[src/rtl/mvm_accum_obuf.sv]
// MVM lane output stage: framed signed accumulation into a FWFT result FIFO with sticky errors.
// Define MVM_ACCUM_SAT_EN to saturate accumulator adds instead of wrapping.
module mvm_accum_obuf #(
    parameter int IWIDTH     = 24,
    parameter int OWIDTH     = 32,
    parameter int FIFO_DEPTH = 8,
    parameter int CNTW       = $clog2(FIFO_DEPTH) + 1
) (
    input  logic                     clk,
    input  logic                     rst,
    input  logic                     ivalid,
    input  logic signed [IWIDTH-1:0] idata,
    input  logic                     accum_first,
    input  logic                     accum_last,
    output logic signed [OWIDTH-1:0] odata,
    output logic                     ovalid,
    input  logic                     oready,
    output logic                     ofull,
    output logic [CNTW-1:0]          count,
    output logic                     ovf_err,
    output logic                     proto_err
);
    localparam int AW = $clog2(FIFO_DEPTH);

    typedef enum logic {IDLE, ACCUM} state_t;

    state_t                    state, state_nxt;
    logic signed [OWIDTH-1:0]  acc, acc_nxt, din_ext, sum, result, odata_nxt;
    logic signed [OWIDTH-1:0]  mem [FIFO_DEPTH];
    logic [AW-1:0]             wr_ptr, rd_ptr, rd_nxt;
    logic [CNTW-1:0]           count_nxt;
    logic                      push, push_ok, pop, proto_nxt;

    assign din_ext = OWIDTH'(idata);

`ifdef MVM_ACCUM_SAT_EN
    logic signed [OWIDTH:0] wide;
    always_comb begin
        wide = {acc[OWIDTH-1], acc} + {din_ext[OWIDTH-1], din_ext};
        if (wide[OWIDTH] != wide[OWIDTH-1])
            sum = wide[OWIDTH] ? {1'b1, {(OWIDTH-1){1'b0}}} : {1'b0, {(OWIDTH-1){1'b1}}};
        else
            sum = wide[OWIDTH-1:0];
    end
`else
    assign sum = acc + din_ext;
`endif

    // A word that does not continue an open row always starts a fresh one.
    always_comb begin
        state_nxt = state;
        acc_nxt   = acc;
        push      = 1'b0;
        proto_nxt = 1'b0;
        result    = din_ext;
        if (ivalid) begin
            result    = (state == ACCUM && !accum_first) ? sum : din_ext;
            proto_nxt = (state == IDLE) ? !accum_first : accum_first;
            if (accum_last) begin
                push      = 1'b1;
                state_nxt = IDLE;
            end else begin
                acc_nxt   = result;
                state_nxt = ACCUM;
            end
        end
    end

    always_comb begin
        pop     = ovalid && oready;
        push_ok = push && (!ofull || pop);
        rd_nxt  = pop ? rd_ptr + AW'(1) : rd_ptr;
        case ({push_ok, pop})
            2'b10:   count_nxt = count + CNTW'(1);
            2'b01:   count_nxt = count - CNTW'(1);
            default: count_nxt = count;
        endcase
        // New head bypasses the array when the pushed word lands in the head slot.
        if (count_nxt == '0)
            odata_nxt = '0;
        else if (push_ok && wr_ptr == rd_nxt)
            odata_nxt = result;
        else
            odata_nxt = mem[rd_nxt];
    end

    always_ff @(posedge clk or posedge rst) begin
        if (rst) begin
            state     <= IDLE;
            acc       <= '0;
            wr_ptr    <= '0;
            rd_ptr    <= '0;
            count     <= '0;
            odata     <= '0;
            ovalid    <= 1'b0;
            ofull     <= 1'b0;
            ovf_err   <= 1'b0;
            proto_err <= 1'b0;
        end else begin
            state     <= state_nxt;
            acc       <= acc_nxt;
            rd_ptr    <= rd_nxt;
            if (push_ok) wr_ptr <= wr_ptr + AW'(1);
            count     <= count_nxt;
            odata     <= odata_nxt;
            ovalid    <= (count_nxt != '0);
            ofull     <= (count_nxt == CNTW'(FIFO_DEPTH));
            ovf_err   <= ovf_err | (push & !push_ok);
            proto_err <= proto_err | proto_nxt;
        end
    end

    always_ff @(posedge clk) begin
        if (push_ok) mem[wr_ptr] <= result;
    end
endmodule

[config.mk]
export PLATFORM = sky130hd
export DESIGN_NAME = mvm_accum_obuf
export DESIGN_NICKNAME = d
export VERILOG_FILES = /design/src/rtl/mvm_accum_obuf.sv
export SDC_FILE = /design/constraint.sdc
export NUM_CORES = 1
export LEC_CHECK = 0
export BUFFER_PORTS_ARGS = -buffer_cell sky130_fd_sc_hd__buf_2
export CORE_ASPECT_RATIO = 1.25
export CORE_UTILIZATION = 35
export DETAILED_ROUTE_END_ITERATION = 10
export PLACE_DENSITY = 0.51
export SLEW_MARGIN = 10
export SYNTH_ARGS = -nofsm -noshare
export SYNTH_HDL_FRONTEND = slang
export SYNTH_SLANG_ARGS = --single-unit
[constraint.sdc]
create_clock -name clk -period 6.7 [get_ports clk]
set_input_delay 0 -clock clk [delete_from_list [all_inputs] [get_ports clk]]
set_output_delay 0 -clock clk [all_outputs]
set_load 0.005 [all_outputs]
Yosys cells after proc, flatten, opt, wreduce, memory -nomap -nowiden
Memory sizes are Yosys's and may differ from the RTL's.
Index checks and enable logic that the tools add are counted.
{"block": "totals", "regBits": 79, "ram_bits": 256, "output_inout_bits": 40, "n_memories": 1}
{"memory": "mem", "words": 8, "word_bits": 32, "read_ports": 1, "rd_ports_with_merged_regs": 0, "write_ports": 1, "line": "29", "rtl": "logic signed [OWIDTH-1:0] mem [FIFO_DEPTH];"}
{"block": "op_classes", "add_sub_neg": 5, "n_eq_ne": 4, "muxes": 13, "bitwise": 4, "n_reduce_logical": 11}
{"cell": "32-bit two-way mux", "count": 4}
{"cell": "32-bit by 24-bit adder with 32-bit output", "count": 1}
{"cell": "4-bit one-hot mux with 2 select lines", "count": 1}
{"cell": "1-bit two-way mux", "count": 7}
{"cell": "3-bit by 1-bit adder with 3-bit output, second input constant", "count": 2}
{"cell": "4-bit by 1-bit adder with 4-bit output, second input constant", "count": 1}
{"cell": "4-bit == test, second input constant", "count": 1}
{"cell": "1-bit logical AND", "count": 4}
{"cell": "4-bit zero test", "count": 1}
{"cell": "4-bit nonzero test", "count": 1}
{"cell": "4-bit by 1-bit subtractor with 4-bit output, second input constant", "count": 1}
{"cell": "3-bit == test", "count": 1}
{"cell": "1-bit zero test", "count": 3}
{"cell": "3-bit two-way mux", "count": 1}
{"cell": "2-bit by 1-bit == test with 1-bit output, second input constant", "count": 1}
{"cell": "2-bit == test, second input constant", "count": 1}
{"cell": "1-bit bitwise OR", "count": 2}
{"cell": "2-bit AND reduction", "count": 1}
{"cell": "1-bit bitwise AND", "count": 1}
{"cell": "1-bit logical OR", "count": 1}
{"cell": "1-bit inverter", "count": 1}

Longest topological paths before layout
{"block": "logic_depth", "ltp_word": 7, "ltp_mapped": 16}

Worst setup path before layout
No wires, ideal clock.
{"block": "synth_timing", "kind": "flip-flop to flip-flop", "start": "register ovalid", "end": "memory mem[0][0] (enable)", "setup_ns": 0.502, "arrival_time_ns": 4.040, "required_time_ns": 6.198, "slack_ns": 2.158, "stages_incl_launch_ff": 5, "path_buffers": 0, "cell_sequence": "dfrtp_1 -> nand2_2 -> a21oi_4 -> clkinv_1 -> nor4_1"}
{"block": "synth_between", "elab_chain_len": 5}
{"item": "from (decl)", "line": "16", "rtl": "output logic ovalid,"}
{"item": "from (signal assigned)", "line": "106", "rtl": "ovalid <= (count_nxt != '0);"}
{"item": "1-bit logical AND", "line": "70", "rtl": "pop = ovalid && oready;"}
{"item": "1-bit logical OR", "line": "71", "rtl": "push_ok = push && (!ofull || pop);"}
{"item": "1-bit logical AND", "line": "71"}
{"item": "1-bit two-way mux", "line": "114", "rtl": "if (push_ok) mem[wr_ptr] <= result;"}
{"item": "1-bit two-way mux (implied by the code)", "line": "114"}
{"item": "to (decl)", "line": "29"}
Every way passes these cells.

Worst setup path in the final report
{"block": "layout_timing", "start": "register ovalid", "end": "register odata[14]"}
{"block": "layout_between", "elab_chain_len": 7, "elab_cells_between_ends": 13, "cone_classes": "eq/ne: 3; mux: 4; reduce/logical: 5; memory: 1"}
{"item": "1-bit logical AND *", "line": "70"}
{"item": "1-bit logical OR", "line": "71"}
{"item": "1-bit logical AND", "line": "71"}
{"item": "2-bit by 1-bit == test with 1-bit output / 2-bit == test (equally long branches)", "line": "73", "rtl": "case ({push_ok, pop})"}
{"item": "4-bit one-hot mux with 2 select lines *", "line": "73"}
{"item": "net count_nxt[2]", "line": "31", "rtl": "logic [CNTW-1:0] count_nxt;"}
{"item": "4-bit zero test *", "line": "79", "rtl": "if (count_nxt == '0)"}
{"item": "32-bit two-way mux *", "line": "79"}
{"item": "net odata_nxt[14]", "line": "28", "rtl": "logic signed [OWIDTH-1:0] acc, acc_nxt, din_ext, sum, result, odata_nxt;"}
{"item": "to (signal assigned)", "line": "105", "rtl": "odata <= odata_nxt;"}
{"item": "to (decl)", "line": "15", "rtl": "output logic signed [OWIDTH-1:0] odata,"}
Mark *: on every way through the listed nets, which the timed path passes. The rest lies on a longest branch.
A chain may end at the register's enable or synchronous reset.

==> metrics.md <==
| Metric | Value |
|---|---|
| Status | completed |
| Cell Chain, Critical Path | nand2_2 -> a21oi_4 -> clkinv_1 -> ha_1 -> ha_1 -> xor2_1 -> nor2_1 -> a21oi_1 -> inv_1 -> or3_1 -> nor2_4 -> buf_4 -> a31oi_1 -> o21a_1 |
| Vias in the first global route | about 9.6k |
| Main synth FF type | edfxtp_1 |
| Max cap viols | 0 |
| Synth async-reset ratio | a little under a quarter |
| Largest net degree at the start of global routing | 55 |
| Switching Fraction | between 30% and 40% |
| Worst Reg-to-Reg Cells | 14 |
| Syn_nets | 1169 |
| Final core occ | around two fifths |
| Worst-path fanout max | 16 |
| Delay-heaviest family, CP | simple AND/OR/NAND/NOR gates |
| RD Place Congestion | between 0.8 and 0.9 |
| Switching pwr | 0.002553 W |
| Final nets | roughly 1.3k |
| Worst Tran Pin Value | ~1.0 ns |
| Biggest cell delay along the critical path | around 0.44 ns |
| Arr. time, crit path | around 4.2 ns |
| Pwr Total | 0.007455 W |
| DIE WIDTH | approximately 190 um |
| CTS tree | done |
| Max transition margin | between 20 and 30% |
| EDFF count, synth | around 260 |
| Die area | about 45000 sq um |
| RSZ-0062 raised after global routing | no |
| Final setup viols | 0 |
| H-tree Lvls | 2 |
| Flops & latches, synth | around 340 |
| Detail Route Antenna Nets | 0 |
| Final Max Tran Viols | 0 |
| Buf/Inv on CP | 3 |
| Reg2reg start | ovalid |
| Ys Warns | 0 |
| Cells after Synth | ~1.1k |
| Most frequent cells in the layout | edfxtp_1 (256), nand2_1 (170), dfrtp_1 (79) |
| Antenna fix cells | 0 |
| Power share of the clock group | 25.8% |
| Worst EP required | 7.11 ns |
| WHS | 0.009292 ns |
| DR vias | about 9.4k |
| Clk sink count | 335 |
| GRT Total Usage | 17.87% |
| Ports | 70 |
| Most frequent CP cell | ha_1 |
| Resized Gates After CTS | 0 |
| Worst setup EP type | flop |
| P_int | 0.004902 W |
| Layout Cells excl Fill | ~1.8k |
| Slowest cell on crit path | nor2_4 |
| Worst Setup Start Kind | flop |
| Post-layout min period | roughly 3.8 ns |
| First-pass GRT wire length | between 60 and 70 mm |
| PD cells | slightly above 400 nW/um^2 |
| Mapped Area | between 15000 and 20000 sq um |
| Initial antenna violation count | 0 |
| Worst min-delay path class | in2async |
| Final Hold Fails | 0 |
| Max VDD drop | between 0.0002 and 0.00025 V |
| Area Growth Syn to Fin | 16.29% |
| Post-synthesis sequential area ratio | 62.61% |
| Seq pwr share | between 30% and 40% |
| R2R Path End | odata[14] |
| PortBufs | 69 |
| DP Wirelength | 25.38 mm |
| Comb power frac | between 30% and 40% |
| DR iter-0 viols | roughly 650 |
| Grt ovf | 0 |
| Leak Pwr | between 6 and 7 nW |
| Setup Crit Path Kind | reg2reg |
| Synth top area cells | edfxtp_1 (50%), dfrtp_1 (13%), mux4_2 (9.3%), nand2_1 (4.1%), ha_1 (3.0%) |
| Clk_lat worst skew | about 0.53 ns |
| Vias per cell | 5.213 |
| F_max | 263.2 MHz |
| Synth top area share | between 40% and 50% |
| CTS Buffer Depth | 3 |
| Avg Inst Size Synth | 14.03 sq um |
| Final Skew | around 0.017 ns |
| FP Rows | 85 |
| Worst-path clk slew | approximately 0.06 ns |
| Placed insts | around 1.7k |
| Final wirelength | 39.38 mm |
| Drt first pass iters | 5 |
| Avg WL per Cell | 21.92 um |
| Root Buffer | clkbuf_16 |
| Total core area | ~43000 sq um |
| Fin Setup TNS | 0 ns |
| Commonest non-fill, non-tap cell in the layout | edfxtp_1 |
| Share of cells above drive strength 1 | between 20 and 25% |
| Synth cell types | 78 |
| Cts bufs inserted | 35 |
| Die height | 236.8 um |
| DRC viols | 0 |
| Period utilization | roughly 57% |
| Synth area leader | edfxtp_1 |
| Starting Density | a little over a third |
| R2R setup slack | a little under 3 ns |
-- kinds of logic (layout without fill, tap and decap cells) --
family / count (synthesis) / after routing / share of synthesized area, %
flops: 335 / 335 / 62.61
fa+ha+maj: 39 / 39 / 3.259
mux: 102 / 102 / 11.88
xor+xnor: 40 / 40 / 2.318
compound gates: 211 / 211 / 9.250
buf+inv: 78 / 209 / 2.172
simple gates: 295 / 295 / 8.512
-- power groups by stage --
stage / registers [W] / logic (W) / clock network, W
floorplan: 0.00272 / 0.00201 / 0
global placement: 0.00279 / 0.00281 / 0
detailed placement: 0.00279 / 0.00282 / 0
CTS: 0.00275 / 0.00285 / 0.00196
global route: 0.00277 / 0.00305 / 0.00204
finish: 0.00274 / 0.00279 / 0.00192
-- cells in the mapped netlist, types with 5 or more instances --
| library cell | count |
|---|---|
| mux2i_1 | 32 |
| a21oi_1 | 64 |
| nand2b_1 | 10 |
| a211oi_1 | 23 |
| nand3_1 | 15 |
| xnor2_1 | 21 |
| clkbuf_1 | 31 |
| nand2_1 | 170 |
| mux4_2 | 64 |
| a21o_1 | 15 |
| buf_2 | 16 |
| and2_1 | 7 |
| buf_1 | 5 |
| nor2_1 | 53 |
| ha_1 | 37 |
| edfxtp_1 | 256 |
| dfrtp_1 | 79 |
| xor2_1 | 18 |
| nor3_1 | 7 |
| o211ai_1 | 5 |
| nand4_1 | 5 |
| o21bai_1 | 5 |
| inv_1 | 20 |
| mux2_2 | 5 |
| o21ai_0 | 54 |
-- registers in the layout (all words and copies together), names as in the netlist --
name	count
rd_ptr	3
state	1
wr_ptr	3
mem	256
odata	32
ovalid	1
count	4
ovf_err	1
proto_err	1
ofull	1
acc	32
-- layout make-up --
type                       count  area, sq um
fill                        3976        25340
sequential                   335         9664
multi-input combinational    687         5535
clock buffer                  50        983.4
timing repair buffer         123        825.8
tap                          565        706.9
clock inverter                14        148.9
inverter                      22        85.08
-- stage by stage --
stage	area, sq um	worst slack (ns)
floorplan	15430	2.158
global placement	16520	2.940
detailed placement	16520	2.867
CTS	17950	2.852
global route	17950	2.653
finish	17950	2.900
-- layer usage --
layer / global-route usage [%] / vias up / share of wire (%)
met2: 30.55 / 158 / 50
li1: - / 4364 / -
met5: 0 / - / 0
met4: 4.497 / 0 / 1.8
met1: 24.15 / 4796 / 45
met3: 1.927 / 44 / 3.1
-- worst max-delay path by stage --
stage / slack, ns / startpoint / to / depth (start not counted)
3_5_place_dp: 2.87 / ovalid / odata[14] / 14
6_report: 2.90 / ovalid / odata[14] / 14
2_1_floorplan: 2.16 / ovalid / mem[0][0] / 4
5_1_grt: 2.65 / ovalid / odata[14] / 14
3_3_place_gp: 2.94 / ovalid / odata[14] / 14
4_1_cts: 2.85 / ovalid / odata[14] / 14
-- worst register-to-register path, cell delays in order (launching register included) --
cell      delay [ns]
dfrtp_1         0.38
nand2_2         0.18
a21oi_4         0.25
clkinv_1        0.33
ha_1            0.38
ha_1            0.32
xor2_1          0.16
nor2_1          0.06
a21oi_1         0.12
inv_1           0.06
or3_1           0.43
nor2_4          0.44
buf_4           0.36
a31oi_1         0.08
o21a_1          0.14
-- timing repair --
action                    CTS  global route
setup buffers               0             0
hold buffers               30             0
hold endpoints to repair   58             0
Note: power is estimated with default switching activity, not from simulation.
